$ cat src/rtl/paddle_move_ctl.sv
// paddle_move_ctl
// Button-to-paddle movement controller for the two-player pong datapath.
// Raw buttons are synchronised and debounced, a frame divider sets the
// movement schedule, and a small FSM per player turns held directions into
// one-cycle step strobes. A direction held long enough switches that player
// to two steps per frame.
//
// Ports
//   clk         system clock
//   rstn        asynchronous active-low reset
//   btn_raw     raw buttons, active-high, asynchronous
//               bit0 ply1 up, bit1 ply1 down, bit2 ply2 up, bit3 ply2 down
//   btn_state   debounced button levels, same bit order
//   frame_tick  one-cycle pulse per movement frame
//   ply1_up, ply1_down, ply2_up, ply2_down
//               one-cycle step strobes to the paddle position registers
//
// Player FSM
//   state | meaning
//   IDLE  | no single direction requested, no steps
//   SLOW  | one step per frame, counting frames toward FAST
//   FAST  | two steps per frame (tick+1 and tick+2)

module paddle_move_ctl #(
  parameter int DEBOUNCE_CYCLES = 250000,
  parameter int FRAME_DIV       = 416667,
  parameter int HOLD_FRAMES     = 20
) (
  input  logic       clk,
  input  logic       rstn,
  input  logic [3:0] btn_raw,
  output logic [3:0] btn_state,
  output logic       frame_tick,
  output logic       ply1_up,
  output logic       ply1_down,
  output logic       ply2_up,
  output logic       ply2_down
);

  localparam int DBW = $clog2(DEBOUNCE_CYCLES + 1);
  localparam int FDW = $clog2(FRAME_DIV);
  localparam int HW  = $clog2(HOLD_FRAMES + 1);

  localparam logic [DBW-1:0] DB_LAST    = DBW'(DEBOUNCE_CYCLES - 1);
  localparam logic [FDW-1:0] FRAME_LAST = FDW'(FRAME_DIV - 1);
  localparam logic [HW-1:0]  HOLD_LAST  = HW'(HOLD_FRAMES - 1);

  typedef enum logic [1:0] {
    IDLE = 2'd0,
    SLOW = 2'd1,
    FAST = 2'd2
  } mv_state_t;

  // ---------------------------------------------------------------------
  // Input synchroniser
  // ---------------------------------------------------------------------
  logic [3:0] sync1;
  logic [3:0] sync2;

  always_ff @(posedge clk or negedge rstn) begin
    if (!rstn) begin
      sync1 <= '0;
      sync2 <= '0;
    end else begin
      sync1 <= btn_raw;
      sync2 <= sync1;
    end
  end

  // ---------------------------------------------------------------------
  // Debouncers: the level only moves after DEBOUNCE_CYCLES consecutive
  // cycles of disagreement; any agreement restarts the count.
  // ---------------------------------------------------------------------
  for (genvar b = 0; b < 4; b++) begin : g_db
    logic [DBW-1:0] db_cnt;
    logic           db_level;

    always_ff @(posedge clk or negedge rstn) begin
      if (!rstn) begin
        db_cnt   <= '0;
        db_level <= 1'b0;
      end else if (sync2[b] == db_level) begin
        db_cnt <= '0;
      end else if (db_cnt == DB_LAST) begin
        db_level <= sync2[b];
        db_cnt   <= '0;
      end else begin
        db_cnt <= db_cnt + DBW'(1);
      end
    end

    assign btn_state[b] = db_level;
  end

  // ---------------------------------------------------------------------
  // Frame divider; the tick is a flop so the first one lands exactly
  // FRAME_DIV cycles after reset release.
  // ---------------------------------------------------------------------
  logic [FDW-1:0] frame_cnt;

  always_ff @(posedge clk or negedge rstn) begin
    if (!rstn) begin
      frame_cnt  <= '0;
      frame_tick <= 1'b0;
    end else begin
      frame_cnt  <= (frame_cnt == FRAME_LAST) ? '0 : frame_cnt + FDW'(1);
      frame_tick <= (frame_cnt == FRAME_LAST);
    end
  end

  // ---------------------------------------------------------------------
  // Per-player movement FSM
  // ---------------------------------------------------------------------
  logic [1:0] step_up;
  logic [1:0] step_dn;

  for (genvar p = 0; p < 2; p++) begin : g_ply
    mv_state_t      state_q, state_d;
    logic           dir_q, dir_d;      // 0 = up, 1 = down
    logic [HW-1:0]  hold_q, hold_d;
    logic           pend_q, pend_d;    // second FAST step owed next cycle
    logic           up_q, up_d;
    logic           dn_q, dn_d;
    logic           req;
    logic           req_dir;
    logic           fire;

    assign req     = btn_state[2*p] ^ btn_state[2*p+1];
    assign req_dir = btn_state[2*p+1];

    always_comb begin
      state_d = state_q;
      dir_d   = dir_q;
      hold_d  = hold_q;
      pend_d  = 1'b0;
      fire    = 1'b0;

      case (state_q)
        IDLE: begin
          if (req) begin
            state_d = SLOW;
            dir_d   = req_dir;
            hold_d  = '0;
          end
        end
        SLOW, FAST: begin
          // Release, conflict and reversal are checked every cycle and
          // override tick handling; this also drops an owed FAST step.
          if (!req) begin
            state_d = IDLE;
          end else if (req_dir != dir_q) begin
            state_d = SLOW;
            dir_d   = req_dir;
            hold_d  = '0;
          end else begin
            if (pend_q) begin
              fire = 1'b1;
            end
            if (frame_tick) begin
              fire = 1'b1;
              if (state_q == FAST) begin
                pend_d = 1'b1;
              end else if (hold_q == HOLD_LAST) begin
                state_d = FAST;
              end else begin
                hold_d = hold_q + HW'(1);
              end
            end
          end
        end
        default: begin
          state_d = IDLE;
        end
      endcase

      up_d = fire & ~dir_q;
      dn_d = fire &  dir_q;
    end

    always_ff @(posedge clk or negedge rstn) begin
      if (!rstn) begin
        state_q <= IDLE;
        dir_q   <= 1'b0;
        hold_q  <= '0;
        pend_q  <= 1'b0;
        up_q    <= 1'b0;
        dn_q    <= 1'b0;
      end else begin
        state_q <= state_d;
        dir_q   <= dir_d;
        hold_q  <= hold_d;
        pend_q  <= pend_d;
        up_q    <= up_d;
        dn_q    <= dn_d;
      end
    end

    assign step_up[p] = up_q;
    assign step_dn[p] = dn_q;
  end

  assign ply1_up   = step_up[0];
  assign ply1_down = step_dn[0];
  assign ply2_up   = step_up[1];
  assign ply2_down = step_dn[1];

endmodule

$ cat config.mk
export PLATFORM = sky130hd
export DESIGN_NAME = paddle_move_ctl
export DESIGN_NICKNAME = d
export VERILOG_FILES = /design/src/rtl/paddle_move_ctl.sv
export SDC_FILE = /design/constraint.sdc
export NUM_CORES = 1
export LEC_CHECK = 0
export BUFFER_PORTS_ARGS = -buffer_cell sky130_fd_sc_hd__buf_2
export CORE_MARGIN = 2
export CORE_UTILIZATION = 30
export CTS_CLUSTER_DIAMETER = 30
export DETAILED_ROUTE_END_ITERATION = 7
export SLEW_MARGIN = 20
export SYNTH_ARGS = -nofsm -noshare
export SYNTH_HDL_FRONTEND = slang
export SYNTH_SLANG_ARGS = --single-unit
$ cat constraint.sdc
create_clock -name clk -period 2.75 [get_ports clk]
set_clock_uncertainty 0.05 [all_clocks]
set_input_delay 0.1375 -clock clk [delete_from_list [all_inputs] [get_ports clk]]
set_output_delay 0.1375 -clock clk [all_outputs]
set_load 0.05 [all_outputs]
# [Word level (Yosys, flattened, before mapping)]
# Index checks and enable logic that the tools add are counted.
[word_totals] input_bits=6 ff_bits=126 elab_cells=159 out_inout_bits=9
[classes] bitwise=12 n_eq_ne=35 addsub=7 reduce_logical=16 muxes=65
[ops] operator="$mux 18" count=8
[ops] operator="$add 18x1->18 const B" count=4
[ops] operator="$eq 18x18->1 const B" count=4
[ops] operator="$mux 5" count=12
[ops] operator="$mux 1" count=26
[ops] operator="$mux 2" count=12
[ops] operator="$ne 4x4->1 const B" count=6
[ops] operator="$pmux 5 s2" count=2
[ops] operator="$add 19x1->19 const B" count=1
[ops] operator="$eq 19x19->1 const B" count=1
[ops] operator="$mux 19" count=1
[ops] operator="$ne 3x3->1 const B" count=6
[ops] operator="$reduce_and 4->1" count=4
[ops] operator="$ne 2x2->1 const B" count=6
[ops] operator="$reduce_and 6->1" count=2
[ops] operator="$add 5x1->5 const B" count=2
[ops] operator="$eq 5x5->1 const B" count=2
[ops] operator="$pmux 2 s2" count=2
[ops] operator="$reduce_and 2->1" count=4
[ops] operator="$not 1->1" count=6
[ops] operator="$and 1x1->1" count=4
[ops] operator="$eq 1x1->1" count=4
[ops] operator="$eq 2x1->1 const B" count=2
[ops] operator="$eq 2x2->1 const B" count=2
[ops] operator="6 further kinds" count=12

# [Depth between registers and ports, before layout]
# Gate-level depths: netlist of the first run.
[logic_depth] word_depth=7 ltp_mapped=7 depth_no_buf=6

# [Worst setup path before layout of the first run]
# Ideal clock, no wire load.
[synth_path] kind="register -> register" startpoint="reg frame_cnt[15]" endpoint="reg frame_cnt[11]" n_path_buf=1 path_slack_ps=810 synth_period_minus_slack_ps=1940 stages_incl_launch_ff=6 required_ps=2581 arrival_time_ps=1771 setup_ps=119 path_cell_list="dfrtp_1 > or4b_1 > or3_4 > nor4_4 > buf_6 > nor2_1"
[synth_via] elab_chain_cells=2
[synth_lines] item="start: declaration" line="99" rtl="logic [FDW-1:0] frame_cnt;"
[synth_lines] item="start signal: assignment" line="106" rtl="frame_cnt <= (frame_cnt == FRAME_LAST) ? '0 : frame_cnt + FDW'(1);"
[synth_lines] item="$eq 19x19->1" line="106"
[synth_lines] item="$mux 19" line="106"
# No other way between the ends.
# A chain may end at the register's enable or synchronous reset.

# [Worst setup path in the final report of the first run]
[layout_path] startpoint="reg g_ply[0].hold_q[0]" endpoint="reg g_ply[0].state_q[1]"
[layout_via] elab_chain_cells=3
[layout_lines] item="start: declaration" line="120" rtl="logic [HW-1:0] hold_q, hold_d;"
[layout_lines] item="start signal: assignment" line="191" rtl="hold_q <= hold_d;"
[layout_lines] item="$eq 5x5->1" line="163" rtl="end else if (hold_q == HOLD_LAST) begin"
[layout_lines] item="$ne 4x4->1 (no line)"
[layout_lines] item="$reduce_and 4->1 (no line)"
[layout_lines] item="end signal: assignment" line="189" rtl="state_q <= state_d;"
[layout_lines] item="end: declaration" line="118" rtl="mv_state_t state_q, state_d;"
# No other way between the ends.

==> results of run 1 <==
[placed cells by master, fill, tap and decap left out, types with 7 or more instances in the layout]
master	count
nor2_1	88
dfrtp_1	126
nor4_1	24
inv_1	23
o21ai_0	11
nor3_1	20
nand2_1	41
buf_4	7
or4_1	14
o31ai_1	12
nand3b_1	7
mux2_2	9
nand3_1	34
buf_2	13
clkbuf_16	17
xor2_1	27
a21oi_1	26
ha_1	16
xnor2_1	42
nand4_1	17
[cells in the mapped netlist (all sizes together), types with 16 or more instances]
cell type  number
nor3           20
xor2           27
dfrtp         126
nand2          41
a21oi          26
xnor2          42
nand3          34
nor4           25
nor2           88
inv            23
nand4          17
ha             16
[layout make-up]
| class | instances | area [um^2] | area share (%) |
|---|---|---|---|
| Sequential cell | 126 | 3150 | 42.3 |
| Multi-Input combinational cell | 471 | 3100 | 41.7 |
| Clock buffer | 19 | 443 | 5.95 |
| Tap cell | 275 | 344 | 4.62 |
| Timing Repair Buffer | 27 | 199 | 2.67 |
| Clock inverter | 11 | 119 | 1.60 |
| Inverter | 23 | 86.3 | 1.16 |
[flip-flops by register name, indices dropped and copies added (netlist names)]
signal         cells
frame_cnt         19
ply2_down          1
ply2_up            1
frame_tick         1
sync2              4
sync1              4
ply1_down          1
g_ply.hold_q      10
g_ply.dir_q        2
g_db.db_level      4
g_ply.pend_q       2
ply1_up            1
g_db.db_cnt       72
g_ply.state_q      4
[through the flow]
step | std cells | total power, mW | instance area [um^2]
4_1_cts | 952 | 4.19 | 7450
6_report | 952 | 4.12 | 7450
3_3_place_gp | 917 | 2.03 | 6840
5_1_grt | 952 | 4.30 | 7450
3_5_place_dp | 917 | 2.03 | 6840
2_1_floorplan | 641 | 1.97 | 6460
[worst paths after layout]
check / startpoint / to / slack [ns] / cells after the start
setup / recovery: g_ply[0].hold_q[0]$_DFFE_PN0P_ / g_ply[0].state_q[1]$_DFFE_PN0P_ / 0.67 / 5
hold / removal: rstn / g_db[3].db_cnt[0]$_DFF_PN0_ / 0.15 / 2
setup reg to reg: g_ply[0].hold_q[0]$_DFFE_PN0P_ / g_ply[0].state_q[1]$_DFFE_PN0P_ / 0.67 / 5
hold reg to reg: sync1[0]$_DFF_PN0_ / sync2[0]$_DFF_PN0_ / 0.30 / 0
max in group asynchronous: rstn / g_db[1].db_cnt[7]$_DFF_PN0_ / 1.74 / 3
min in group clk: sync1[0]$_DFF_PN0_ / sync2[0]$_DFF_PN0_ / 0.30 / 0
[worst max-delay path, cell delays in order (launching register included)]
cell,delay (ns)
dfrtp_1,0.39
ha_1,0.20
nor4bb_1,0.43
a221oi_1,0.15
a211oi_1,0.36
mux2_2,0.38
[routing by layer]
layer  wire, um  up-vias  GRT usage, %  part of all wire, %
met1       5950     2225          15.5                   50
met2       5410       52          17.9                   46
met4        137        0          4.35                  1.2
met5          0        -             0                    0
met3        304        8          3.27                  2.6
li1           -     2344             -                    -
[power by group]
group | switching [mW] | leakage (nW) | internal, mW
Clock | 0.784 | 0.279 | 1.34
Sequential | 0.0167 | 1.72 | 1.88
Combinational | 0.0676 | 1.08 | 0.0353
Total | 0.869 | 3.07 | 3.25
[cells by family (layout without fill, tap and decap cells)]
kind of cell	after synthesis	count (layout)	synth area share, %
xor+xnor	69	69	9.36
flops	126	126	48.8
buf+inv	44	80	3.08
fa+ha+maj	16	16	3.10
mux	13	13	2.19
compound gates	73	73	8.51
simple gates	300	300	24.9
[repair_timing]
item,4_1_cts,5_1_grt
hold endpoints to repair,87,0
gates resized for setup,0,0
endpoints found under the setup margin,0,0
hold buffers,5,0
==> results.py, run 1 <==
metrics = {
    "logic_synthesis": {
        "synth_area_leaders": "dfrtp_1, xnor2_1, nor2_1",
        "synth_fp_nets": 663,
        "yosys_warnings": 0,
        "synth_area_leader_cell": "dfrtp_1",
        "synth-seq-cells": 126,
        "syn-mean-instance-area_um2": 10.1,
        "syn_area_mm2": 0.00646,
        "synth_top_area_share_pct": 48.8,
        "async_reset_ff_share_pct": 100,
        "yosysUniqueCellTypes": 56,
        "synth_edf_count": 0,
        "synth_top_flop_cell": "dfrtp_1",
        "postSynthCellCount": 641,
        "ys_seq_area_share_pct": 48.8,
    },
    "floorplan": {
        "die_h_um": 151,
        "initial_core_util_pct": 30.6,
        "die_area_mm2": 0.0227,
        "ios": 15,
        "std_cell_rows": 53,
        "core_area_mm2": 0.0211,
        "die_x_um": 151,
    },
    "hold_path": {
        "hp-class": "primary input to asynchronous set/reset pin",
    },
    "routing": {
        "vias": 4629,
        "drt-initial-drc-count": 230,
        "totalWireLength_mm": 11.8,
        "routedWlPerCell_um": 12.4,
        "final_antenna_net_count": 0,
        "firstDrtPassIters": 4,
        "via_per_inst": 4.86,
        "drc": 0,
    },
    "placement": {
        "pre_cts_ws_ns": 0.698,
        "dp_hpwl_mm": 7.86,
        "port_buffers": 14,
        "gp_congestion": 0.769,
    },
    "final_layout": {
        "postLayoutCoreUtil_pct": 35.3,
        "final_nets": 688,
        "syn2layout_area_growth_pct": 15.4,
        "fillCellCount": 2127,
        "antennaDiodeCount": 0,
        "drive_above_1_share_pct": 11.2,
    },
    "worst_setup_path": {
        "start_kind": "register",
        "crit_arrival_ns": 2.33,
        "crit_path_max_fanout": 4,
        "cp.required_ns": 2.99,
        "end_kind": "register",
        "criticalPathCategory": "register to register",
    },
    "power_and_ir_drop": {
        "ir_drop_mv": 0.313,
        "power_leakage_nw": 3.07,
        "powerDensity_mw_per_mm2": 553,
    },
    "timing": {
        "fin_crit_sh_pct": 75.7,
        "hold_ws_ns": 0.148,
        "final_max_slew_viol_count": 0,
        "relSlewSlack_pct": 53.3,
        "grt_setup_unrepaired": "no",
        "worst_pin_slew_ns": 0.695,
        "max_freq_mhz": 480,
        "finalSetupViolations": 0,
        "hold_viol_final": 0,
        "finalWorstSetupSlack_ns": 0.667,
        "fin_setup_tns_ns": 0,
        "fin_crit_ns": 2.08,
    },
    "status": {
        "status": "complete, no violations",
    },
    "clocking": {
        "cts_max_level": 4,
        "cts_sinks": 126,
        "clk_pin_slew_ns": 0.05,
        "cts_made_buffers": 17,
        "cts_buffer_depth": 2,
        "clkLatencyLatePin_ns": 0.42,
        "post_cts_buffers": 0,
        "cts_tree": "yes",
        "ctsRootBufferMaster": "clkbuf_16",
    },
    "global_route": {
        "first_global_vias": 4483,
        "grt_first_pass_wirelength_mm": 21.2,
        "grt_antenna_before_repair": 0,
        "grtUsageTotal_pct": 11.6,
        "grt_overflow": 0,
        "grt_max_degree": 54,
    },
    "flow_run": {
        "cap_viol_max_count": 0,
    },
}
(Power assumes the default switching activity.)
==> inputs of run 2 (changes only) <==
==> constraint.sdc (replaced) <==
create_clock -name clk -period 1.9 [get_ports clk]
set_clock_uncertainty 0.05 [all_clocks]
set_input_delay 0.095 -clock clk [delete_from_list [all_inputs] [get_ports clk]]
set_output_delay 0.095 -clock clk [all_outputs]
set_load 0.05 [all_outputs]
==> run 2 against run 1 <==
Effect of this change: sequential power up 45%; worst hold slack worse by 0.071 ns; core utilization up 3.3 points; total power up 66%; non-clock buffer count up 54; clock-buffer cell count up 2; critical path depth unchanged; critical endpoint is now frame_cnt[7]$_DFF_PN0_.
==> results.py, run 2 (synthesized netlist as in run 1, its figures left out) <==
metrics = {
    "timing": {
        "finalSetupViolations": 0,
        "fin_crit_sh_pct": 99.9,
        "relSlewSlack_pct": 67.5,
        "grt_setup_unrepaired": "yes",
        "worst_pin_slew_ns": 0.485,
        "hold_ws_ns": 0.0762,
        "final_max_slew_viol_count": 0,
        "max_freq_mhz": 527,
        "fin_crit_ns": 1.90,
        "hold_viol_final": 0,
    },
    "power_and_ir_drop": {
        "power_leakage_nw": 3.43,
        "seqPwrFrac_pct": 39.9,
        "power_frac_clock_pct": 57.7,
        "p_sw_mw": 1.29,
        "power_frac_comb_pct": 2.4,
        "internal-power_mw": 5.57,
        "powerDensity_mw_per_mm2": 842,
        "p_sw_share_pct": 18.9,
        "ir_drop_mv": 0.503,
    },
    "clocking": {
        "clk_pin_slew_ns": 0.05,
        "cts_max_level": 4,
        "cts_sinks": 126,
        "clkLatencyLatePin_ns": 0.43,
        "ctsRootBufferMaster": "clkbuf_16",
        "cts_buffer_depth": 2,
        "cts_made_buffers": 17,
        "cts_tree": "yes",
    },
    "final_layout": {
        "drive_above_1_share_pct": 21.7,
        "max_flop_register": "g_db.db_cnt",
        "fillCellCount": 2094,
        "antennaDiodeCount": 0,
        "fin_area_mm2": 0.00815,
        "syn2layout_area_growth_pct": 26.2,
        "final_common_cell": "dfrtp_1",
        "reg_top3": "g_db.db_cnt x72, frame_cnt x19, g_ply.hold_q x10",
        "layout.area.seq_mm2": 0.00315,
        "multiInputGateArea_mm2": 0.00322,
        "final_nets": 742,
        "mostFrequentLayoutCells": "dfrtp_1, nor2_1, buf_4",
        "instances_no_fill": 1008,
        "largest_reg_flops": 72,
    },
    "worst_setup_path": {
        "end_kind": "register",
        "r2r_start": "frame_cnt[15]$_DFF_PN0_",
        "crit_path_max_fanout": 5,
        "cp.required_ns": 2.16,
        "ff2ff_path_depth": 5,
        "reg2reg_to": "frame_cnt[7]$_DFF_PN0_",
        "criticalPathCategory": "register to register",
        "rrSetupSlack_ns": 0.002,
        "start_kind": "register",
        "crit_arrival_ns": 2.16,
    },
    "floorplan": {
        "ios": 15,
        "die_h_um": 151,
        "die_x_um": 151,
        "die_area_mm2": 0.0227,
        "std_cell_rows": 53,
        "core_area_mm2": 0.0211,
        "initial_core_util_pct": 30.6,
    },
    "routing": {
        "drt-initial-drc-count": 300,
        "met2_wirelength_mm": 5.88,
        "top_layer": "met4",
        "vias": 4884,
        "wirelength_met1_mm": 6.13,
        "drc": 0,
        "final_antenna_net_count": 0,
        "via_per_inst": 4.85,
        "wl_met3_um": 411,
        "firstDrtPassIters": 5,
        "routedWlPerCell_um": 12.5,
        "totalWireLength_mm": 12.6,
    },
    "global_route": {
        "grt_overflow": 0,
        "grtUsageTotal_pct": 12.3,
        "first_global_vias": 4694,
        "grt_antenna_before_repair": 0,
        "grt_max_degree": 40,
        "grt_first_pass_wirelength_mm": 22.2,
    },
    "placement": {
        "placed_cell_area_mm2": 0.00724,
        "dp_hpwl_mm": 8.70,
        "gp_congestion": 0.797,
        "port_buffers": 14,
        "dpl.cell_count": 969,
    },
    "status": {
        "status": "complete, no violations",
    },
    "flow_run": {
        "cap_viol_max_count": 0,
    },
    "hold_path": {
        "hp-class": "primary input to asynchronous set/reset pin",
    },
}
-- run 2: cell types whose count changed in the layout (fill, tap and decap cells not counted), sizes merged --
cell      previous run  this run
buf                 22        76
bufinv               2         8
clkinv               7         3
clkbuf              19        21
clkinvlp             1         0
inv                 24        23
-- run 2: power groups by stage --
stage / Sequential (mW) / Clock, mW / Combinational [mW]
detailed placement: 2.79 / 0 / 0.161
global route: 2.74 / 4.19 / 0.189
finish: 2.74 / 3.96 / 0.163
floorplan: 2.78 / 0 / 0.0636
global placement: 2.79 / 0 / 0.159
CTS: 2.74 / 4.05 / 0.170
-- run 2: per-layer routing --
| layer | global-route usage (%) | vias up |
|---|---|---|
| met2 | 19.2 | 68 |
| met3 | 3.45 | 18 |
| met5 | 0 | - |
| met4 | 4.77 | 0 |
| li1 | - | 2454 |
| met1 | 16.0 | 2344 |
-- run 2: final cells by class --
class | instances | area share (%)
multi-input combinational | 471 | 39.5
sequential | 126 | 38.7
clock buffer | 21 | 5.65
clock inverter | 11 | 3.18
inverter | 23 | 1.06
tap | 275 | 4.22
timing repair buffer | 81 | 7.66
-- run 2: how the worst max path moves through the flow --
stage                                          from                              to  cells past startpoint
floorplan                      frame_tick$_DFF_PN0_  g_ply[0].hold_q[0]$_DFFE_PN0P_                      4
detailed placement  g_ply[1].state_q[0]$_DFFE_PN0P_  g_ply[1].hold_q[0]$_DFFE_PN0P_                      6
global placement            frame_cnt[15]$_DFF_PN0_          frame_cnt[0]$_DFF_PN0_                      5
global route                frame_cnt[15]$_DFF_PN0_         frame_cnt[14]$_DFF_PN0_                      5
finish                      frame_cnt[15]$_DFF_PN0_          frame_cnt[7]$_DFF_PN0_                      5
CTS                         frame_cnt[15]$_DFF_PN0_         frame_cnt[11]$_DFF_PN0_                      5
-- run 2: what timing repair did --
action                                  4_1_cts  5_1_grt
endpoints found under the hold margin       130        0
hold buffers                                  5        0
pin swaps                                     0        3
buffers inserted                              0        2
resized for setup                             1       30
endpoints found under the setup margin        2       41
cloned                                        0        0
-- run 2: per-stage QoR --
step / total power, mW / utilization (%) / TNS [ns] / setup slack (ns)
after floorplan: 2.84 / - / 0 / 0.00873
after global placement: 2.94 / 34.3 / 0 / 0.0379
after CTS: 6.96 / 38.0 / 0 / 0.00392
after detailed placement: 2.95 / 34.3 / -0.0205 / -0.0181
final: 6.86 / 38.6 / 0 / 0.00242
after global routing: 7.12 / 38.6 / -0.545 / -0.0553
-- run 2: critical path, cell delays in order (launching register included) --
cell,delay [ns]
dfrtp_1,0.37
or4b_1,0.52
or3_4,0.36
nor4_4,0.24
buf_4,0.20
nor2_2,0.05
==> inputs of run 3 (changes only) <==
--- a/config.mk
+++ b/config.mk
@@ -7,9 +7,10 @@
 export LEC_CHECK = 0
 export BUFFER_PORTS_ARGS = -buffer_cell sky130_fd_sc_hd__buf_2
 export CORE_MARGIN = 2
-export CORE_UTILIZATION = 30
+export CORE_UTILIZATION = 50
 export CTS_CLUSTER_DIAMETER = 30
 export DETAILED_ROUTE_END_ITERATION = 7
+export PLACE_DENSITY = 0.69
 export SLEW_MARGIN = 20
 export SYNTH_ARGS = -nofsm -noshare
 export SYNTH_HDL_FRONTEND = slang
==> run 3 against run 2 <==
Effect of this change: die area shrank 39%; via count grew 2.4%; maximum frequency grew 0.28%; sequential power is essentially flat; final cell count shrank 11%; final area shrank 3.7%; routed wire length grew 2.0%; worst setup slack gained 0.0053 ns; global-route usage grew 7.5 points; total power shrank 11%; clock-buffer cell count shrank 4.
==> results.py, run 3 (synthesized netlist as in run 1, its figures left out) <==
metrics = {
    "final_layout": {
        "drive_above_1_share_pct": 20.7,
        "max_flop_register": "g_db.db_cnt",
        "mostFrequentLayoutCells": "dfrtp_1, nor2_1, buf_4",
        "reg_top3": "g_db.db_cnt x72, frame_cnt x19, g_ply.hold_q x10",
        "final_common_cell": "dfrtp_1",
        "final_nets": 735,
        "postLayoutCoreUtil_pct": 62.2,
        "largest_reg_flops": 72,
        "syn2layout_area_growth_pct": 21.6,
        "antennaDiodeCount": 0,
        "fillCellCount": 1034,
    },
    "clocking": {
        "clkLatencyLatePin_ns": 0.42,
        "cts_buffer_depth": 2,
        "cts_tree": "yes",
        "ctsRootBufferMaster": "clkbuf_16",
        "cts_max_level": 4,
        "clk_pin_slew_ns": 0.06,
        "cts_made_buffers": 17,
        "cts_sinks": 126,
    },
    "floorplan": {
        "die_x_um": 118,
        "die_area_mm2": 0.0138,
        "ios": 15,
        "core_area_mm2": 0.0126,
        "std_cell_rows": 41,
        "initial_core_util_pct": 51.2,
        "die_h_um": 118,
    },
    "timing": {
        "finalSetupViolations": 0,
        "grt_setup_unrepaired": "yes",
        "hold_viol_final": 0,
        "hold_ws_ns": 0.157,
        "worst_pin_slew_ns": 0.582,
        "fin_crit_sh_pct": 99.6,
        "fin_setup_tns_ns": 0,
        "relSlewSlack_pct": 60.9,
        "max_freq_mhz": 528,
        "final_max_slew_viol_count": 0,
        "fin_crit_ns": 1.89,
    },
    "global_route": {
        "grt_max_degree": 48,
        "first_global_vias": 4913,
        "grt_first_pass_wirelength_mm": 22.4,
        "grtUsageTotal_pct": 19.8,
        "grt_overflow": 0,
        "grt_antenna_before_repair": 0,
    },
    "worst_setup_path": {
        "reg2reg_to": "frame_cnt[11]$_DFF_PN0_",
        "r2r_start": "frame_cnt[15]$_DFF_PN0_",
        "crit_start": "frame_cnt[15]$_DFF_PN0_",
        "start_kind": "register",
        "worstSetupEndpoint": "frame_cnt[11]$_DFF_PN0_",
        "crit_arrival_ns": 2.15,
        "cp.required_ns": 2.16,
        "rrSetupSlack_ns": 0.008,
        "end_kind": "register",
        "criticalPathCategory": "register to register",
        "ff2ff_path_depth": 5,
        "crit_path_max_fanout": 12,
    },
    "routing": {
        "via_per_inst": 5.57,
        "routedWlPerCell_um": 14.3,
        "final_antenna_net_count": 0,
        "drt-initial-drc-count": 381,
        "vias": 5002,
        "drc": 0,
        "firstDrtPassIters": 4,
        "totalWireLength_mm": 12.9,
    },
    "placement": {
        "port_buffers": 14,
        "dp_hpwl_mm": 8.79,
        "gp_congestion": 0.831,
    },
    "power_and_ir_drop": {
        "power_leakage_nw": 3.33,
        "power.total_mw": 6.08,
        "powerDensity_mw_per_mm2": 774,
        "ir_drop_mv": 0.584,
    },
    "hold_path": {
        "hp-class": "primary input to asynchronous set/reset pin",
    },
    "status": {
        "status": "complete, no violations",
    },
    "flow_run": {
        "cap_viol_max_count": 0,
    },
}
==> run 3: cell types whose count changed in the layout (fill, tap and decap cells not counted), moves of 2 or more <==
cell / change
buf_4: -6
buf_6: -2
bufinv_16: -6
clkbuf_1: -2
clkbuf_8: -2
clkinv_4: +5
clkinvlp_4: +2
inv_6: +3
nor2_1: +8
nor2_2: -8
==> run 3: worst min path at each step <==
stage	startpoint	to	slack, ns	depth (start not counted)
floorplan	rstn	frame_cnt[0]$_DFF_PN0_	-0.25	0
global placement	rstn	g_db[0].db_level$_DFFE_PN0P_	0.07	1
detailed placement	rstn	g_db[0].db_level$_DFFE_PN0P_	0.07	1
CTS	rstn	sync2[0]$_DFF_PN0_	0.17	2
global route	rstn	sync2[0]$_DFF_PN0_	0.20	2
finish	rstn	sync2[0]$_DFF_PN0_	0.16	2
==> run 3: per-layer routing <==
metal	vias up	global-route usage, %	part of all wire, %
met5	-	0	0
met1	2473	24.3	45
met3	14	5.28	2.6
met4	0	7.76	1.4
met2	75	33.2	51
li1	2440	-	-
==> run 3: report_power, final <==
part           internal [mW]  leakage (nW)  switching (mW)
combinational         0.0614          1.33           0.103
clock                   1.94         0.284            1.23
sequential              2.71          1.72          0.0239
==> run 3: worst max-delay path, cell delays in order (launching register included) <==
cell and delay (ns):
dfrtp_1 0.37, or4b_1 0.52, or3_4 0.37, nor4_4 0.23
buf_6 0.18, nor2_1 0.06
==> run 3: through the flow <==
step | setup WS [ns] | cells | instance area [um^2]
2_1_floorplan | 0.00873 | 641 | 6460
3_3_place_gp | 0.00871 | 855 | 7040
3_5_place_dp | -0.0941 | 855 | 7040
4_1_cts | 0.00631 | 893 | 7700
5_1_grt | -0.0501 | 898 | 7850
6_report | 0.00774 | 898 | 7850
==> run 3: final cells by class <==
| cell class | count | area, um^2 | area share, % |
|---|---|---|---|
| Multi-Input combinational cell | 471 | 3230 | 41.1 |
| Sequential cell | 126 | 3150 | 40.2 |
| Timing Repair Buffer | 74 | 577 | 7.35 |
| Clock buffer | 17 | 425 | 5.42 |
| Tap cell | 172 | 215 | 2.74 |
| Clock inverter | 15 | 164 | 2.09 |
| Inverter | 23 | 86.3 | 1.10 |
==> run 3: what timing repair did <==
action | 4_1_cts | 5_1_grt
hold endpoints to repair | 42 | 0
gates resized for setup | 5 | 21
endpoints found under the setup margin | 16 | 29
setup buffers | 1 | 5
pin swaps | 0 | 4
hold buffers | 5 | 0
